### src/rtl/ram_stream_dma.sv
// Byte-stream <-> RAM mover: LOAD writes an input stream into RAM one byte per
// cycle, DUMP reads RAM through a registered-read port and streams it out.
module ram_stream_dma #(
  parameter int ADDR_W = 16,
  parameter int DATA_W = 8,
  parameter int LEN_W  = 16
) (
  input  logic              clk,
  input  logic              RST,
  input  logic              cmd_valid,
  output logic              cmd_ready,
  input  logic              cmd_dir,
  input  logic [ADDR_W-1:0] cmd_base,
  input  logic [LEN_W-1:0]  cmd_len,
  input  logic [DATA_W-1:0] s_data,
  input  logic              s_valid,
  output logic              s_ready,
  output logic [DATA_W-1:0] m_data,
  output logic              m_valid,
  input  logic              m_ready,
  output logic [ADDR_W-1:0] ram_address,
  output logic [DATA_W-1:0] ram_data,
  output logic              ram_read,
  output logic              ram_write,
  input  logic [DATA_W-1:0] ram_dataout,
  output logic              busy,
  output logic              done
);

  typedef enum logic [2:0] {
    ST_IDLE = 3'd0,
    ST_LOAD = 3'd1,
    ST_RD   = 3'd2,
    ST_CAP  = 3'd3,
    ST_OUT  = 3'd4,
    ST_FIN  = 3'd5
  } state_t;

  localparam logic [ADDR_W-1:0] ADDR_ONE = ADDR_W'(1);
  localparam logic [LEN_W-1:0]  LEN_ONE  = LEN_W'(1);
  localparam logic [LEN_W-1:0]  LEN_ZERO = '0;

  state_t            state_q, state_d;
  logic [ADDR_W-1:0] cur_addr_q, cur_addr_d;
  logic [LEN_W-1:0]  remaining_q, remaining_d;
  logic [DATA_W-1:0] m_data_q, m_data_d;

  always_ff @(posedge clk or posedge RST) begin
    if (RST) begin
      state_q     <= ST_IDLE;
      cur_addr_q  <= '0;
      remaining_q <= '0;
      m_data_q    <= '0;
    end else begin
      state_q     <= state_d;
      cur_addr_q  <= cur_addr_d;
      remaining_q <= remaining_d;
      m_data_q    <= m_data_d;
    end
  end

  // Next state and datapath updates; address arithmetic wraps naturally.
  always_comb begin
    state_d     = state_q;
    cur_addr_d  = cur_addr_q;
    remaining_d = remaining_q;
    m_data_d    = m_data_q;
    unique case (state_q)
      ST_IDLE: begin
        if (cmd_valid) begin
          cur_addr_d  = cmd_base;
          remaining_d = cmd_len;
          if (cmd_len == LEN_ZERO) state_d = ST_FIN;
          else if (cmd_dir)        state_d = ST_RD;
          else                     state_d = ST_LOAD;
        end
      end
      ST_LOAD: begin
        if (s_valid) begin
          cur_addr_d  = cur_addr_q + ADDR_ONE;
          remaining_d = remaining_q - LEN_ONE;
          if (remaining_q == LEN_ONE) state_d = ST_FIN;
        end
      end
      ST_RD: begin
        state_d = ST_CAP;
      end
      ST_CAP: begin
        m_data_d = ram_dataout;
        state_d  = ST_OUT;
      end
      ST_OUT: begin
        if (m_ready) begin
          cur_addr_d  = cur_addr_q + ADDR_ONE;
          remaining_d = remaining_q - LEN_ONE;
          state_d     = (remaining_q == LEN_ONE) ? ST_FIN : ST_RD;
        end
      end
      ST_FIN: begin
        state_d = ST_IDLE;
      end
      default: begin
        state_d = ST_IDLE;
      end
    endcase
  end

  always_comb begin
    cmd_ready = 1'b0;
    busy      = 1'b1;
    done      = 1'b0;
    s_ready   = 1'b0;
    m_valid   = 1'b0;
    ram_read  = 1'b0;
    ram_write = 1'b0;
    unique case (state_q)
      ST_IDLE: begin
        cmd_ready = 1'b1;
        busy      = 1'b0;
      end
      ST_LOAD: begin
        s_ready   = 1'b1;
        ram_write = s_valid;
      end
      ST_RD:   ram_read = 1'b1;
      ST_CAP:  ;
      ST_OUT:  m_valid = 1'b1;
      ST_FIN:  done = 1'b1;
      default: ;
    endcase
  end

  assign ram_address = cur_addr_q;
  assign ram_data    = s_data;
  assign m_data      = m_data_q;

endmodule

### config.mk
export PLATFORM = sky130hd
export DESIGN_NAME = ram_stream_dma
export DESIGN_NICKNAME = d
export VERILOG_FILES = /design/src/rtl/ram_stream_dma.sv
export SDC_FILE = /design/constraint.sdc
export NUM_CORES = 1
export LEC_CHECK = 0
export BUFFER_PORTS_ARGS = -buffer_cell sky130_fd_sc_hd__buf_4
export CORE_UTILIZATION = 40
export DETAILED_ROUTE_END_ITERATION = 10
export PLACE_DENSITY = 0.72
export SYNTH_ARGS = -nofsm -noshare
export SYNTH_HDL_FRONTEND = slang
export SYNTH_SLANG_ARGS = --single-unit
### constraint.sdc
create_clock -name clk -period 2.9 [get_ports clk]
set_clock_uncertainty 0.1 [all_clocks]
set_input_delay 0.29 -clock clk [delete_from_list [all_inputs] [get_ports clk]]
set_output_delay 0.29 -clock clk [all_outputs]
set_load 0.01 [all_outputs]
==> results of run 1 <==
-- registers in the layout (all words and copies together), names as in the netlist --
signal / cells
ram_address: 16
state_q: 3
m_data: 8
remaining_q: 16
-- worst max-delay path by stage --
stage | cells after the start | slack, ns | from | end
3_3_place_gp | 6 | 0.91 | state_q[1]$_DFFE_PP0P_ | remaining_q[0]$_DFFE_PP0P_
6_report | 6 | 0.85 | state_q[0]$_DFFE_PP0P_ | remaining_q[6]$_DFFE_PP0P_
2_1_floorplan | 7 | 1.20 | remaining_q[1]$_DFFE_PP0P_ | remaining_q[14]$_DFFE_PP0P_
5_1_grt | 7 | 0.62 | remaining_q[1]$_DFFE_PP0P_ | remaining_q[12]$_DFFE_PP0P_
4_1_cts | 6 | 0.85 | state_q[0]$_DFFE_PP0P_ | remaining_q[1]$_DFFE_PP0P_
3_5_place_dp | 6 | 0.87 | state_q[0]$_DFFE_PP0P_ | remaining_q[1]$_DFFE_PP0P_
-- worst reg2reg max path: stages (launching register included) --
cell and delay, ns:
dfrtp_1 0.54, xor2_1 0.22, nand2b_1 0.34, buf_4 0.33
nor2_1 0.17, o2bb2ai_1 0.14, a21oi_1 0.08
-- placed cells by master, fill, tap and decap left out, types with 5 or more instances in the layout --
cell / n
inv_1: 11
nor4_1: 5
mux2_2: 8
o21ai_0: 25
a2bb2oi_1: 7
and2_1: 8
nand3_1: 14
a22oi_1: 6
nand2_1: 29
clkbuf_8: 5
a21oi_1: 38
buf_4: 80
nor3_1: 8
nor2_1: 25
dfrtp_1: 43
o22ai_1: 8
-- kinds of logic after synthesis --
kind of cell,share of synthesized area
AO/OA/AOI/OAI,0.248
XOR/XNOR,0.00319
adder cells (fa/ha/maj),0.0137
buffers and inverters,0.0798
flip-flops,0.392
multiplexers,0.0383
AND/OR/NAND/NOR,0.225
-- layer usage --
layer,routed length (um),vias to the layer above
li1,-,1262
met1,3240,1264
met2,3450,64
met3,279,10
met4,105,0
met5,0,-
-- power breakdown --
group	internal [W]	switching, W
Combinational	0.00105	0.00125
Clock	0.000161	0.000197
Sequential	0.000907	0.000388
Total	0.00212	0.00184
-- through the flow --
stage          total power (W)   util
4_1_cts                0.00397  0.518
6_report               0.00396  0.518
5_1_grt                0.00429  0.518
2_1_floorplan          0.00292      -
3_5_place_dp           0.00360  0.507
3_3_place_gp           0.00354  0.507
-- final cells by class --
cell class / count / area, um2 / area share
tap: 77 / 96.3 / 0.0286
clock buffer: 6 / 72.6 / 0.0216
multi-input combinational: 233 / 1460 / 0.433
sequential: 43 / 1080 / 0.320
inverter: 11 / 41.3 / 0.0123
timing repair buffer: 81 / 621 / 0.185
==> impl_metrics.csv, run 1 <==
group,metric,value,unit
status,status,"finished with violations",
status,violations,"DRC",
setup_path,endpoint_kind,"register",
global_route,grtUsageMet1,0.273,
drt,num_vias,2600,
drt,wirelength,7070,um
drt,viasPerCell,5.76,
timing,setup_slack,0.854,ns
synthesis,synth_cells,313,
layout,fin_area,3360,um2
drt,ant_nets,0,
setup_path,cp_slowest_cell,"dfrtp_1",
synthesis,async_reset_ff_frac,1.00,
placed_design,dp.cells,445,
global_route,grt_max_degree,56,
setup_path,cpPeakStageDelay,0.54,ns
placed_design,port_buffers,76,
timing,finalCriticalPeriod,2.05,ns
global_route,overflow,0,
setup_path,cp_max_fo,15,
clock_tree,cts-resized-gates,0,
clock_tree,numCtsBuffers,5,
run,max-cap-violations,0,
placed_design,place_congestion,0.816,
global_route,met3_usage,0.0321,
layout,n_antenna_cell,0,
drt,drtIter0Drc,172,
clock_tree,cts-hold-fix-buffers,0,
placed_design,place_ws,0.870,ns
clock_tree,cts-root-buf,"clkbuf_8",
synthesis,seq_area_frac_synth,0.392,
setup_path,reg2reg_from,"state_q[0]$_DFFE_PP0P_",
floorplanning,num_io_pins,93,
floorplanning,die_h,84.8,um
clock_tree,cts_buffer_depth,2,
synthesis,synthTopCellsByArea,"dfrtp_1, a21oi_1, o21ai_0",
layout,area_growth,22.6,%
global_route,grt_pass1_wl,11900,um
floorplanning,core,6490,um2
synthesis,synth-edff-count,0,
floorplanning,die_w,84.8,um
timing,fin_setup_tns,0,ns
timing,drv_slew,0,
synthesis,synth_area_leader_cell,"dfrtp_1",
clock_tree,clock_latency,0.30,ns
timing,timing.fmax,489,MHz
timing,setup_viol,0,
synthesis,synth_commonest_cells,"dfrtp_1, a21oi_1, nand2_1",
drt,first_pass_iters,10,
power,power.leakage,1.46,nW
clock_tree,postCtsSetupRepairBufs,0,
synthesis,syn_area_per_cell,8.77,um2
synthesis,yosys_warnings,0,
layout,fin_cells,451,
timing,hold_viol,0,
layout,nFillCells,609,
setup_path,critPathTopFamily,"flip-flops",
timing,final.period_utilization,0.705,
setup_path,reg2reg_depth,6,
power,vdd_drop_max,459,uV
floorplanning,num_rows,29,
setup_path,arrival,2.12,ns
drt,wl_per_cell,15.7,um
layout,nets,432,
global_route,antenna_found_initial,0,
synthesis,synth_area,2740,um2
setup_path,r2r_end,"remaining_q[6]$_DFFE_PP0P_",
global_route,grt_pass1_vias,2517,
layout,drive_gt1_frac,0.289,
placed_design,placed_area,3290,um2
synthesis,synth_cell_type_count,49,
clock_tree,htreeDepth,2,
timing,relSlewSlack,0.622,
setup_path,cp-start-kind,"register",
min_path,hp-class,"in2async",
setup_path,crit_type,"reg2reg",
clock_tree,cts.sinks,43,
setup_path,critical_path_buf_inv_count,1,
synthesis,ys_dominant_reg_cell,"dfrtp_1",
placed_design,dp_hpwl,5030,um
global_route,grt_use_total,0.203,
clock_tree,clk_pin_slew,0.08,ns
synthesis,syn_nets,370,
global_route,use_met2,0.336,
drt,drc_errors,5,
synthesis,synth_top_area_share,0.392,
setup_path,ff2ff_setup_slack,0.85,ns
synthesis,ys_ff_latch,43,
power,p_per_area,1180,nW/um2
timing,hold_ws,0.0430,ns
setup_path,worstPathCellList,"xor2_1 -> nand2b_1 -> buf_4 -> nor2_1 -> o2bb2ai_1 -> a21oi_1",
synthesis,synthMostInstantiatedCell,"dfrtp_1",
timing,max_slew.worst_pin.slew,0.566,ns
setup_path,crit_required,2.97,ns
floorplanning,start_util,0.422,
floorplanning,die_area,7200,um2
timing,rsz0062_at_grt,"no",
clock_tree,cts_tree,"yes",
global_route,top_usage_layer,"met2",
(Power assumes the default switching activity.)
==> run 2: changes to the inputs <==
- ABC_AREA: not set -> 1
- PLACE_DENSITY: 0.72 -> 0.71
- clock period: 2.9 -> 2.1 ns (I/O delays scaled with it)
==> run 2 against run 1 <==
The run now ends clean. First-iteration DRC count down 29%. Clock power up 93%. Flip-flop and latch count unchanged. Clock-buffer cell count unchanged. Combinational power up 48%. Final cell count up 42%. Cell area up 11%. Utilization down 0.37 points. Largest cell class unchanged.
==> impl_metrics.csv, run 2 <==
group,metric,value,unit
setup_path,cp_max_fo,22,
synthesis,synth_commonest_cells,"nand2_1, nor2_1, nand3_1",
floorplanning,die_area,7910,um2
layout,n_antenna_cell,0,
layout,nFillCells,775,
status,status,"completed",
drt,first_pass_iters,7,
timing,finalCriticalPeriod,1.89,ns
run,max-cap-violations,0,
placed_design,port_buffers,76,
synthesis,synthMostInstantiatedCell,"nand2_1",
placed_design,place_congestion,0.951,
setup_path,arrival,1.99,ns
floorplanning,die_h,88.9,um
floorplanning,num_rows,31,
global_route,grt_use_total,0.202,
drt,drc_errors,0,
synthesis,async_reset_ff_frac,1.00,
drt,wirelength,7580,um
synthesis,synth_cell_type_count,26,
min_path,hp-class,"in2reg",
layout,layout_commonest_cell,"nand2_1",
drt,num_vias,3161,
clock_tree,cts_tree,"yes",
global_route,grt_pass1_wl,12500,um
power,power.leakage,1.94,nW
power,clkPwrFrac,0.119,
floorplanning,core,7290,um2
power,p_per_area,1550,nW/um2
setup_path,reg2reg_from,"state_q[0]$_DFFE_PP0P_",
placed_design,dp_hpwl,5640,um
layout,final_util,0.514,
power,p_sw,0.00281,W
synthesis,syn_nets,530,
floorplanning,start_util,0.414,
drt,drtIter0Drc,122,
synthesis,synth_area,3020,um2
timing,drv_slew,0,
power,p_comb_frac,0.586,
synthesis,synth_top_area_share,0.356,
global_route,grt_max_degree,44,
synthesis,ys_dominant_reg_cell,"dfrtp_1",
min_path,worstHoldPathCells,2,
drt,viasPerCell,4.93,
global_route,overflow,0,
clock_tree,postCtsSetupRepairBufs,0,
synthesis,seq_area_frac_synth,0.356,
min_path,hold_start,"ram_dataout[6]",
power,vdd_drop_max,787,uV
clock_tree,numCtsBuffers,5,
synthesis,synthTopCellsByArea,"dfrtp_1, nand2_1, nor2_1",
setup_path,r2r_end,"ram_address[1]$_DFFE_PP0P_",
synthesis,synth_cells,473,
synthesis,synth-edff-count,0,
power,seq_power_share,0.295,
floorplanning,die_w,88.9,um
clock_tree,htreeDepth,2,
min_path,hold_end,"m_data[6]$_DFFE_PP0P_",
timing,timing.fmax,530,MHz
timing,final.period_utilization,0.899,
synthesis,synth_area_leader_cell,"dfrtp_1",
drt,wl_per_cell,11.8,um
timing,hold_viol,0,
drt,ant_nets,0,
layout,drive_gt1_frac,0.199,
timing,rsz0062_at_grt,"no",
global_route,grt_pass1_vias,2832,
synthesis,syn_area_per_cell,6.39,um2
layout,layout_common_cells,"nand2_1, nor2_1, buf_4",
clock_tree,cts-root-buf,"clkbuf_8",
clock_tree,cts_buffer_depth,2,
setup_path,ff2ff_setup_slack,0.21,ns
synthesis,yosys_warnings,0,
power,swShare,0.483,
setup_path,cp-start-kind,"register",
timing,max_slew.worst_pin.slew,0.575,ns
timing,fin_setup_tns,0,ns
global_route,antenna_found_initial,0,
setup_path,critPathLaunch,"state_q[0]$_DFFE_PP0P_",
clock_tree,clk_pin_slew,0.09,ns
power,internal-power,0.00300,W
clock_tree,clock_latency,0.30,ns
setup_path,endpoint_kind,"register",
layout,area_growth,24.1,%
setup_path,crit_type,"reg2reg",
timing,setup_viol,0,
clock_tree,cts.sinks,43,
setup_path,reg2reg_depth,9,
timing,relSlewSlack,0.617,
floorplanning,num_io_pins,93,
layout,nets,598,
timing,hold_ws,0.0375,ns
setup_path,crit_required,2.20,ns
synthesis,ys_ff_latch,43,
-- run 2: cell count changes after synthesis, sizes merged, moves of 6 or more --
| cell | previous run | this run |
|---|---|---|
| nor4 | 7 | 0 |
| nand2 | 29 | 168 |
| a21oi | 39 | 5 |
| nor2 | 26 | 90 |
| o22ai | 11 | 0 |
| inv | 11 | 44 |
| a2bb2oi | 7 | 0 |
| a22oi | 6 | 0 |
| and2 | 8 | 0 |
| nand3 | 15 | 45 |
-- run 2: final cells by class --
class | instances | area (um2) | share of cell area
clock buffers | 6 | 82.6 | 0.0220
clock inverters | 2 | 35.0 | 0.00935
repair buffers | 81 | 623 | 0.166
well taps | 99 | 124 | 0.0330
multi-input cells | 366 | 1640 | 0.438
flip-flops and latches | 43 | 1080 | 0.287
inverters | 44 | 168 | 0.0447
-- run 2: how the worst max path moves through the flow --
stage               slack, ns                         end  cells after the start
floorplan                0.49  ram_address[7]$_DFFE_PP0P_                      9
global placement         0.30  ram_address[2]$_DFFE_PP0P_                      9
detailed placement       0.23  ram_address[1]$_DFFE_PP0P_                      9
CTS                      0.20  ram_address[1]$_DFFE_PP0P_                      9
global route             0.05  ram_address[1]$_DFFE_PP0P_                      9
finish                   0.21  ram_address[1]$_DFFE_PP0P_                      9
-- run 2: timing repair --
| action | CTS | global route |
|---|---|---|
| endpoints found under the hold margin | 43 | 0 |
| hold buffers | 1 | 0 |
| gates resized for setup | 0 | 0 |
-- run 2: worst max-delay path, stage by stage (launching register included) --
cell and delay (ns):
dfrtp_1 0.42, inv_2 0.08, nor2_2 0.10, nand2_1 0.14, nand2_1 0.09, nand2_1 0.08
nor2_4 0.27, buf_4 0.30, nand3_1 0.09, o21a_1 0.11
-- run 2: routing by layer --
metal  vias to the layer above  share of wire  global-route usage
met5                         -              0                   0
met3                        20          0.062              0.0443
met1                      1428           0.44               0.242
met4                         0          0.016              0.0557
li1                       1613              -                   -
met2                       100           0.48               0.366
-- run 2: cell families after synthesis --
group	count (synthesis)	synth area share
fa+ha+maj	3	0.0124
simple gates	319	0.434
mux	8	0.0298
buf+inv	64	0.101
flops	43	0.356
compound gates	34	0.0613
xor+xnor	2	0.00580
-- run 2: per-stage QoR --
| step | worst slack [ns] | instance area (um2) | total power [W] | std cells |
|---|---|---|---|---|
| 2_1_floorplan | 0.491 | 3020 | 0.00412 | 473 |
| 5_1_grt | 0.0462 | 3750 | 0.00641 | 641 |
| 3_3_place_gp | 0.302 | 3620 | 0.00505 | 632 |
| 4_1_cts | 0.205 | 3750 | 0.00584 | 641 |
| 3_5_place_dp | 0.228 | 3620 | 0.00513 | 632 |
| 6_report | 0.213 | 3750 | 0.00581 | 641 |
-- run 2: power groups by stage --
stage	clock [W]	sequential (W)	combinational [W]
2_1_floorplan	0	0.00172	0.00240
3_3_place_gp	0	0.00171	0.00334
3_5_place_dp	0	0.00172	0.00341
4_1_cts	0.000715	0.00171	0.00342
5_1_grt	0.000741	0.00178	0.00389
6_report	0.000691	0.00171	0.00341
==> run 3: changes to the inputs <==
- CORE_UTILIZATION: 40 -> 52
- PLACE_DENSITY: 0.71 -> 0.87
- RECOVER_POWER: not set -> 25
==> run 3 against run 2 <==
Critical path depth fell by 1. Sequential share of layout area rose by 0.64 points. Clock-buffer cell count rose by 2. Clock power fell by 14%. Critical path type unchanged. Sequential power barely moved. First-iteration DRC count rose by 89%. Final cell count fell by 3.9%. Flip-flop and latch count did not move. Register-to-register slack improved by 0.08 ns. Routed wire length barely moved. Largest cell class unchanged.
==> impl_metrics.csv, run 3 (synthesis results as in run 2) <==
group,metric,value,unit
global_route,grt_max_degree,44,
timing,final.period_utilization,0.860,
drt,drtIter0Drc,231,
layout,seqCellArea,1080,um2
setup_path,crit_required,2.20,ns
run,max-cap-violations,0,
placed_design,dp_hpwl,5790,um
clock_tree,cts_buffer_depth,2,
layout,layout_common_cells,"nand2_1, nor2_1, buf_4",
floorplanning,die_area,6120,um2
drt,drc_errors,0,
layout,layout_commonest_cell,"nand2_1",
clock_tree,numCtsBuffers,5,
placed_design,placed_area,3590,um2
floorplanning,num_rows,27,
timing,fin_setup_tns,0,ns
global_route,overflow,0,
min_path,hp-class,"in2reg",
drt,top_layer,"met4",
power,vdd_drop_max,996,uV
timing,max_slew.worst_pin.slew,1.08,ns
timing,timing.fmax,554,MHz
setup_path,endpoint_kind,"register",
timing,rsz0062_at_grt,"no",
clock_tree,postCtsSetupRepairBufs,0,
status,status,"completed",
placed_design,port_buffers,76,
power,p_per_area,1550,nW/um2
floorplanning,start_util,0.545,
timing,drv_slew,0,
floorplanning,num_io_pins,93,
clock_tree,cts_tree,"yes",
timing,relSlewSlack,0.277,
clock_tree,htreeDepth,2,
timing,hold_viol,0,
placed_design,place_congestion,0.946,
floorplanning,die_w,78.2,um
timing,finalCriticalPeriod,1.81,ns
drt,viasPerCell,5.19,
setup_path,arrival,1.90,ns
floorplanning,core,5540,um2
layout,multi_input_area,1640,um2
global_route,grt_pass1_wl,13000,um
power,power.leakage,1.91,nW
timing,setup_viol,0,
global_route,grt_use_total,0.263,
clock_tree,cts-root-buf,"clkbuf_8",
clock_tree,cts.sinks,43,
drt,num_vias,3195,
layout,n_antenna_cell,0,
global_route,grt_pass1_vias,3113,
setup_path,cp_max_fo,14,
setup_path,crit_type,"reg2reg",
drt,first_pass_iters,4,
global_route,antenna_found_initial,0,
layout,nets,600,
clock_tree,clk_pin_slew,0.09,ns
drt,wirelength,7580,um
layout,drive_gt1_frac,0.186,
drt,wl_per_cell,12.3,um
layout,fin_area,3670,um2
floorplanning,die_h,78.2,um
drt,ant_nets,0,
clock_tree,clock_latency,0.30,ns
drt,wl_met1,3120,um
setup_path,cp-start-kind,"register",
drt,wl_met3,450,um
layout,nFillCells,524,
layout,area_growth,21.4,%
drt,met2WireLength,3890,um
## run 3: final timing paths
path,start,end,slack (ns),depth (start not counted)
setup / recovery,state_q[0]$_DFFE_PP0P_,ram_address[7]$_DFFE_PP0P_,0.29,8
hold / removal,ram_dataout[6],m_data[6]$_DFFE_PP0P_,0.04,2
setup reg to reg,state_q[0]$_DFFE_PP0P_,ram_address[7]$_DFFE_PP0P_,0.29,8
hold reg to reg,m_data[6]$_DFFE_PP0P_,m_data[6]$_DFFE_PP0P_,0.41,1
max in group asynchronous,RST,ram_address[3]$_DFFE_PP0P_,0.54,4
min in group asynchronous,RST,m_data[6]$_DFFE_PP0P_,0.71,4
## run 3: per-stage QoR
stage / total power (W) / worst slack (ns) / utilization / hold slack [ns] / cells
after global routing: 0.00626 / 0.107 / 0.662 / 0.0313 / 616
final: 0.00569 / 0.293 / 0.662 / 0.0371 / 616
after detailed placement: 0.00515 / 0.329 / 0.648 / 0.294 / 607
after CTS: 0.00576 / 0.304 / 0.668 / 0.0327 / 616
after global placement: 0.00500 / 0.368 / 0.648 / 0.291 / 607
after floorplan: 0.00412 / 0.491 / - / 0.261 / 473
## run 3: worst max-delay path, cell delays in order, from the launching register on
cell and delay, ns:
dfrtp_1 0.43, inv_2 0.10, nor2_2 0.04, nand2_1 0.19, nand2_2 0.14, buf_4 0.21, or2_2 0.28, a21oi_1 0.15
nor2_1 0.05
## run 3: power breakdown
| part | switching (W) | leakage [nW] | internal, W |
|---|---|---|---|
| Combinational | 0.00208 | 1.34 | 0.00130 |
| Clock | 0.000294 | 0.0515 | 0.000301 |
| Sequential | 0.000453 | 0.519 | 0.00127 |
| Total | 0.00282 | 1.91 | 0.00286 |
## run 3: per-layer routing
metal	track usage	vias up
met5	0	-
met4	0.102	0
met3	0.0477	14
met2	0.471	112
met1	0.310	1454
li1	-	1615
## run 3: cell type report
type | instances | share of cell area
Clock buffer | 8 | 0.0273
Sequential cell | 43 | 0.293
Inverter | 44 | 0.0457
Timing Repair Buffer | 83 | 0.162
Tap cell | 72 | 0.0246
Multi-Input combinational cell | 366 | 0.447
## run 3: what timing repair did
item | CTS | global route
endpoints found under the setup margin | 0 | 0
resized for setup | 0 | 0
hold buffers | 1 | 0
endpoints found under the hold margin | 43 | 0
